<file path="src/rtl/fetch_trace_queue.sv">
// Second-stage fetch trace queue: holds metadata for up to DEPTH outstanding
// instruction-bus fetches and hands the head group out as its in-order data returns.
module fetch_trace_queue #(
    parameter int DEPTH     = 4,
    parameter int FETCH_NUM = 4,
    parameter int VADDR_W   = 32,
    parameter int EXC_W     = 5,
    parameter int SIDE_W    = 66
) (
    input  logic                         clk,
    input  logic                         rst,
    input  logic                         in_valid,
    output logic                         in_ready,
    input  logic [VADDR_W-1:0]           in_vaddr,
    input  logic [FETCH_NUM-1:0]         in_enable,
    input  logic [FETCH_NUM-1:0]         in_pred_take,
    input  logic [FETCH_NUM*VADDR_W-1:0] in_pred_dest,
    input  logic [SIDE_W-1:0]            in_side,
    input  logic                         in_has_exc,
    input  logic [EXC_W-1:0]             in_exc_code,
    input  logic                         in_canceled,
    input  logic                         mmu_has_exc,
    input  logic [EXC_W-1:0]             mmu_exc_code,
    input  logic                         mmu_is_refill,
    input  logic                         cancel,
    input  logic                         inst_data_ok,
    output logic                         out_valid,
    output logic [VADDR_W-1:0]           out_vaddr,
    output logic [FETCH_NUM-1:0]         out_enable,
    output logic [FETCH_NUM-1:0]         out_pred_take,
    output logic [FETCH_NUM*VADDR_W-1:0] out_pred_dest,
    output logic [SIDE_W-1:0]            out_side,
    output logic                         out_has_exc,
    output logic [EXC_W-1:0]             out_exc_code,
    output logic                         out_is_refill,
    output logic [$clog2(DEPTH):0]       count,
    output logic                         err_underflow
);

    localparam int PTR_W = $clog2(DEPTH);
    localparam int CNT_W = PTR_W + 1;

    logic [PTR_W-1:0]             head;
    logic [PTR_W-1:0]             tail;
    logic [VADDR_W-1:0]           vaddr_q     [DEPTH];
    logic [FETCH_NUM-1:0]         enable_q    [DEPTH];
    logic [FETCH_NUM-1:0]         pred_take_q [DEPTH];
    logic [FETCH_NUM*VADDR_W-1:0] pred_dest_q [DEPTH];
    logic [SIDE_W-1:0]            side_q      [DEPTH];
    logic [EXC_W-1:0]             exc_code_q  [DEPTH];
    logic [DEPTH-1:0]             has_exc_q;
    logic [DEPTH-1:0]             is_refill_q;
    logic [DEPTH-1:0]             cancel_q;

    logic empty;
    logic full;
    logic push;
    logic pop;
    logic             merged_has_exc;
    logic [EXC_W-1:0] merged_exc_code;
    logic             merged_is_refill;

    assign empty    = (count == '0);
    assign full     = (count == CNT_W'(DEPTH));
    // A full queue still accepts when the head leaves in the same cycle.
    assign in_ready = !full || inst_data_ok;
    assign push     = in_valid && in_ready;
    assign pop      = inst_data_ok && !empty;

    // Upstream exceptions are older than the MMU check of the same group.
    assign merged_has_exc   = in_has_exc | mmu_has_exc;
    assign merged_exc_code  = in_has_exc ? in_exc_code : mmu_exc_code;
    assign merged_is_refill = !in_has_exc && mmu_is_refill;

    assign out_valid     = pop && !cancel_q[head];
    assign out_vaddr     = empty ? '0 : vaddr_q[head];
    assign out_enable    = empty ? '0 : enable_q[head];
    assign out_pred_take = empty ? '0 : pred_take_q[head];
    assign out_pred_dest = empty ? '0 : pred_dest_q[head];
    assign out_side      = empty ? '0 : side_q[head];
    assign out_has_exc   = empty ? 1'b0 : has_exc_q[head];
    assign out_exc_code  = empty ? '0 : exc_code_q[head];
    assign out_is_refill = empty ? 1'b0 : is_refill_q[head];

    always_ff @(posedge clk) begin
        if (rst) begin
            head          <= '0;
            tail          <= '0;
            count         <= '0;
            err_underflow <= 1'b0;
            has_exc_q     <= '0;
            is_refill_q   <= '0;
            cancel_q      <= '0;
            for (int i = 0; i < DEPTH; i++) begin
                vaddr_q[i]     <= '0;
                enable_q[i]    <= '0;
                pred_take_q[i] <= '0;
                pred_dest_q[i] <= '0;
                side_q[i]      <= '0;
                exc_code_q[i]  <= '0;
            end
        end else begin
            if (inst_data_ok && empty) begin
                err_underflow <= 1'b1;
            end
            // Non-resident slots may also be marked; the push below rewrites the bit.
            if (cancel && !empty) begin
                cancel_q <= '1;
            end
            if (push) begin
                vaddr_q[tail]     <= in_vaddr;
                enable_q[tail]    <= in_enable;
                pred_take_q[tail] <= in_pred_take;
                pred_dest_q[tail] <= in_pred_dest;
                side_q[tail]      <= in_side;
                has_exc_q[tail]   <= merged_has_exc;
                exc_code_q[tail]  <= merged_exc_code;
                is_refill_q[tail] <= merged_is_refill;
                cancel_q[tail]    <= in_canceled | cancel;
                tail              <= tail + PTR_W'(1);
            end
            if (pop) begin
                head <= head + PTR_W'(1);
            end
            case ({push, pop})
                2'b10:   count <= count + CNT_W'(1);
                2'b01:   count <= count - CNT_W'(1);
                default: count <= count;
            endcase
        end
    end

endmodule

</file>
<file path="config.mk">
export PLATFORM = sky130hd
export DESIGN_NAME = fetch_trace_queue
export DESIGN_NICKNAME = d
export VERILOG_FILES = /design/src/rtl/fetch_trace_queue.sv
export SDC_FILE = /design/constraint.sdc
export NUM_CORES = 1
export LEC_CHECK = 0
export CORE_ASPECT_RATIO = 0.8
export CORE_UTILIZATION = 55
export DETAILED_ROUTE_END_ITERATION = 8
export PLACE_DENSITY = 0.78
export SKIP_LAST_GASP = 1
export SYNTH_ARGS = -nofsm -noshare
export SYNTH_HDL_FRONTEND = slang
export SYNTH_SLANG_ARGS = --single-unit
</file>
<file path="constraint.sdc">
create_clock -name clk -period 44.3 [get_ports clk]
set_input_delay 4.43 -clock clk [delete_from_list [all_inputs] [get_ports clk]]
set_output_delay 4.43 -clock clk [all_outputs]
set_load 0.02 [all_outputs]
</file>
# Yosys cells after proc, flatten, opt, wreduce, memory -nomap -nowiden
# Memory sizes are Yosys's and may differ from the RTL's. A register that Yosys moved wholly into a read port is not among the register bits.
# Cells that the tools add are included.
[word_totals]
wordCells = 104
mem_bits_rw = 956
output_inout_bits = 247
mem_count = 6
regBits = 20
[op_classes]
n_mux = 59
add_sub_neg = 4
n_lt_le_gt_ge = 3
eq_ne = 3
reduce_logical = 20
bitwise = 2
[mem_list]
columns = ["name", "depth", "width", "read_ports", "rd_ports_with_merged_regs", "write_ports", "line", "source"]
rows = [
  ["pred_dest_q", 4, 128, 1, 1, 4, "48", "logic [FETCH_NUM*VADDR_W-1:0] pred_dest_q [DEPTH];"],
  ["side_q", 4, 66, 1, 1, 4, "49", "logic [SIDE_W-1:0] side_q [DEPTH];"],
  ["vaddr_q", 4, 32, 1, 1, 4, "45", "logic [VADDR_W-1:0] vaddr_q [DEPTH];"],
  ["exc_code_q", 4, 5, 1, 1, 4, "50", "logic [EXC_W-1:0] exc_code_q [DEPTH];"],
  ["enable_q", 4, 4, 1, 1, 4, "46", "logic [FETCH_NUM-1:0] enable_q [DEPTH];"],
  ["pred_take_q", 4, 4, 1, 1, 4, "47", "logic [FETCH_NUM-1:0] pred_take_q [DEPTH];"],
]
[ops]
columns = ["op", "n"]
rows = [
  ["$mux 128", 2],
  ["$mux 66", 2],
  ["$reduce_or 128->1", 1],
  ["$reduce_or 66->1", 1],
  ["$mux 32", 2],
  ["$mux 2", 18],
  ["$reduce_or 32->1", 1],
  ["$mux 4", 7],
  ["$mux 1", 17],
  ["$mux 5", 3],
  ["$bwmux 4", 3],
  ["$reduce_or 4->1", 2],
  ["$logic_and 1x1->1", 7],
  ["$bmux 1 s2", 3],
  ["$lt 2x3->1 const B", 2],
  ["$pmux 3 s2", 1],
  ["$reduce_or 5->1", 1],
  ["$add 2x1->2 const B", 2],
  ["$logic_not 1->1", 4],
  ["$add 3x1->3 const B", 1],
  ["$eq 3x3->1 const B", 1],
  ["$logic_not 3->1", 1],
  ["$sub 3x1->3 const B", 1],
  ["$demux 1 s2", 1],
  ["6 further kinds", 7],
]

# Logic depth before layout (Yosys ltp)
[logic_depth]
ltp_word = 9
mapped_depth = 10
ltp_nobuf = 9

# Least setup slack after synthesis
# OpenSTA, ideal clock, no wires.
[synth_timing]
path_type = "input port to flip-flop"
start = "input port inst_data_ok"
end = "memory enable_q[3][0] (enable)"
arrival_time_ns = 22.519
path_stages = 5
path_buffers = 1
setup_time_ns = 1.189
setup_slack_ns = 20.591
cell_sequence = "nor4b_4 inv_2 clkbuf_1 nand2_1 o31ai_1"
[synth_lines]
columns = ["item", "line", "source"]
rows = [
  ["from (decl)", "26", "input logic inst_data_ok,"],
  ["to (decl)", "46", ""],
]

# Final worst setup path
[layout_timing]
start = "input port inst_data_ok"
end = "output port in_ready"
[layout_via]
elab_chain_cells = 1
[layout_lines]
columns = ["item", "line", "source"]
rows = [
  ["$logic_or 1x1->1", "66", "assign in_ready = !full || inst_data_ok;"],
  ["to (decl)", "13", "output logic in_ready,"],
]
# No other way between the ends.

==> summary.md <==
| Metric | Value |
|---|---|
| Maximum fanout count along the critical path | 16 |
| Global-route wire length before repair | 151200 um |
| Total Power | 2.687 mW |
| Yosys warning total | 0 |
| Core region area | 78970 um2 |
| Post-CTS Hold Fix Bufs | 0 |
| Floorplan die height | 254.8 um |
| Pre-antenna DRT Iters | 6 |
| Antenna violations before repair | 25 |
| Filler instances | 5373 |
| Final estimated routing congestion in global placement | 0.7662 |
| Fraction of post-synthesis cell area in the top cell type by area | 0.6533 |
| Number of setup buffers added after CTS | 0 |
| Worst vdd rail ir drop | 0.04127 mV |
| Detailed router's first-iteration violation count | 2111 |
| Number of placement rows | 92 |
| GRT Resource Usage Total | 0.2483 |
| Count of mapped cells out of synthesis | 2716 |
| DRC | 0 |
| Cts bufs inserted | 96 |
| CP Cell Sequence | clkdlybuf4s50_1 -> nor4b_4 -> inv_2 -> clkdlybuf4s50_1 |
| Syn_nets | 2975 |
| Reported max-cap violation count | 0 |
| Number of sinks on the clock net | 978 |
| Clock transition at path regs | 0.06 ns |
| Final hold viol count | 0 |
| Type of destination of the critical path | output pin |
| Number of distinct standard cells referenced by the synthesized netlist | 35 |
| Avg Inst Size Synth | 16.18 um2 |
| Max Fclk | 93.45 MHz |
| Cell taking the most area after synthesis | edfxtp_1 |
| Area Overhead vs Synth | 19.47% |
| Post-Route Skew | 0.02339 ns |
| Htree depth | 3 |
| Clock latency of the later-clocked register in the worst-skew pair | 0.66 ns |
| Transition at the pin with the smallest max-transition slack | 1.208 ns |
| Post-synthesis instance area | 43940 um2 |
| Cells taking the most area after synthesis | edfxtp_1 65%, and2_1 13%, mux4_2 12%, nor2b_1 3.5%, buf_6 1.5% |
| Maximum number of pins on one net before global-route repair | 150 |
| Initial Util | 0.5565 |
| Number of nets with antenna violations after detailed routing | 0 |
| Fraction of final layout cells with drive strength greater than 1 | 0.1307 |
| Kind of cell adding the most delay to the critical path | buffers and inverters |
| Clock Path Buffers | 3 |
| Setup_tns | 0 ns |
| Min cycle time layout | 10.70 ns |
| Kind of critical path | in -> out |
| Vias after detailed routing | 24250 |
| Master cell of the clock root buffer | clkbuf_16 |
| Number of global-route vias before repair | 24710 |
| Power density of the placed cells | 51.18 nW/um2 |
| Final HPWL from detailed placement | 57080 um |
| Total wirelength of the detailed-routed design | 102200 um |
| Detailed-route vias per instance | 5.664 |
| Share of the yosys chip area belonging to registers | 0.6633 |
| Most used cell, CP | clkdlybuf4s50_1 |
| Unrepaired setup endpoints after global routing | false |
| Number of max-slew violations in the final report | 0 |
| Static power due to leakage | 18.55 nW |
| Die span in x | 318.0 um |
| DR WL/cell | 23.87 um |
| Post-route fraction of the period consumed by the critical path | 0.2415 |
| Slowest cell on crit path | clkdlybuf4s50_1 |
| TritonCTS clock tree | yes |
| Crit path arrival time | 6.27 ns |
| I/O Pins | 500 |
| Count of state elements after synthesis | 978 |
| Critical path required time | 39.87 ns |
| Total Nets Final | 3412 |
| Crit path launch type | primary input |
| Number of port buffers | 499 |
| Worst min path class | reg -> reg |
| Final setup viols | 0 |
| Remaining max-slew budget at the tightest pin | 0.1947 |
| Run status | complete, no violations |
| Combined buffer and inverter count along the critical path | 3 |
| Number of gates resized after CTS | 0 |
| Maximum cell stage delay along the critical path | 0.64 ns |
| Die outline area | 81030 um2 |
| Global route overflow | 0 |
==> where the power goes <==
| group | internal, mW | switching [mW] |
|---|---|---|
| Clock | 0.458 | 0.343 |
| Sequential | 1.09 | 0.0333 |
| Combinational | 0.348 | 0.412 |
| Total | 1.90 | 0.789 |
==> worst min-delay path: cells and delay by family (launching register included) <==
kind             cells  cell delay (ns)
muxes                1             0.05
and+or+nand+nor      1             0.05
DFF                  1             0.31
==> placed cells by master (no fill, tap or decap), types with 3 or more instances in the layout <==
| master | n |
|---|---|
| buf_4 | 29 |
| nand4_1 | 3 |
| nor2_1 | 33 |
| ha_1 | 5 |
| o2bb2ai_1 | 3 |
| edfxtp_1 | 956 |
| nand3_1 | 6 |
| clkinv_2 | 17 |
| clkdlybuf4s50_1 | 499 |
| o21ai_0 | 4 |
| xor2_1 | 4 |
| dfxtp_1 | 20 |
| clkinv_1 | 22 |
| nand2_1 | 13 |
| nor2b_1 | 246 |
| buf_12 | 4 |
| and4_4 | 3 |
| bufinv_16 | 10 |
| a211o_1 | 4 |
| mux2i_1 | 13 |
| clkinvlp_4 | 3 |
| inv_6 | 4 |
| clkbuf_16 | 96 |
| and2_1 | 936 |
| a21oi_1 | 5 |
| nand2_4 | 3 |
| inv_1 | 9 |
| diode_2 | 17 |
| mux4_2 | 242 |
| clkbuf_1 | 19 |
==> sequential cells by signal, summed over array words and instances, names as in the netlist, named ones only <==
signal and flops:
side_q 264, exc_code_q 20, pred_take_q 16, tail 2, enable_q 16, is_refill_q 4
head 2, err_underflow 1, vaddr_q 128, count 3, has_exc_q 4, cancel_q 4
pred_dest_q 512
==> synthesized netlist by cell type, drive strengths merged <==
| cell | number |
|---|---|
| and3 | 1 |
| fa | 1 |
| ha | 5 |
| o21ai | 4 |
| mux4 | 242 |
| clkbuf | 88 |
| a211o | 4 |
| nor3 | 2 |
| buf | 105 |
| mux2i | 13 |
| o32ai | 1 |
| nand2 | 16 |
| a31oi | 1 |
| nor4b | 1 |
| dfxtp | 22 |
| nand4 | 3 |
| inv | 10 |
| o311ai | 1 |
| xor2 | 4 |
| or3 | 1 |
| and4 | 3 |
| nand3b | 1 |
| o31ai | 2 |
| edfxtp | 956 |
| nand3 | 6 |
| nor2 | 33 |
| o2bb2ai | 3 |
| and2 | 936 |
| nor2b | 246 |
| a21oi | 5 |
==> logic make-up (layout without fill, tap and decap cells) <==
logic type | after synthesis | count (layout) | share of synthesized area
AOI/OAI and AO/OA | 21 | 21 | 0.003303
xor gates and xnor gates | 4 | 4 | 0.0007972
adders and majority gates | 6 | 6 | 0.001879
buffers and inverters | 203 | 717 | 0.02799
DFF | 978 | 978 | 0.6633
muxes | 255 | 255 | 0.1270
other | 0 | 17 | 0
and+or+nand+nor | 1249 | 1249 | 0.1757
==> worst paths after layout <==
path	start	end	slack (ns)	cells after the start
worst max-delay path	inst_data_ok	in_ready	33.60	4
worst min-delay path	has_exc_q[3]	has_exc_q[3]	0.46	2
worst max register to register	count[0]	pred_dest_q[1][33]	40.51	5
worst min register to register	has_exc_q[3]	has_exc_q[3]	0.46	2
==> layout make-up <==
| type | count | area (um2) | share of cell area |
|---|---|---|---|
| antenna | 17 | 42.54 | 0.0008104 |
| clock buffer | 115 | 2474 | 0.04712 |
| clock inverter | 60 | 590.6 | 0.01125 |
| inverter | 10 | 37.54 | 0.0007150 |
| multi-input combinational | 1535 | 13610 | 0.2593 |
| sequential | 978 | 29160 | 0.5554 |
| tap | 1034 | 1294 | 0.02464 |
| timing repair buffer | 532 | 5293 | 0.1008 |
==> stage by stage <==
| stage | setup WS, ns | instances | utilization | area (um2) | hold slack, ns |
|---|---|---|---|---|---|
| 2_1_floorplan | 20.59 | 2716 | - | 43940 | 0.4315 |
| 4_1_cts | 33.62 | 4264 | 0.6643 | 52450 | 0.4596 |
| 6_report | 33.60 | 4281 | 0.6648 | 52500 | 0.4600 |
| 3_5_place_dp | 33.62 | 4089 | 0.6255 | 49390 | 0.4516 |
| 5_1_grt | 33.54 | 4275 | 0.6646 | 52480 | 0.4698 |
| 3_3_place_gp | 33.67 | 4089 | 0.6255 | 49390 | 0.4424 |
==> routing by layer <==
metal	vias up	wire length [um]	share of wire	GRT usage
li1	10780	-	-	-
met1	12460	40150	0.39	0.3267
met2	805	51830	0.51	0.4114
met3	186	6870	0.067	0.05491
met4	24	3168	0.031	0.08999
met5	-	158	0.0015	0
No activity file was read; power rests on OpenSTA's default activity.
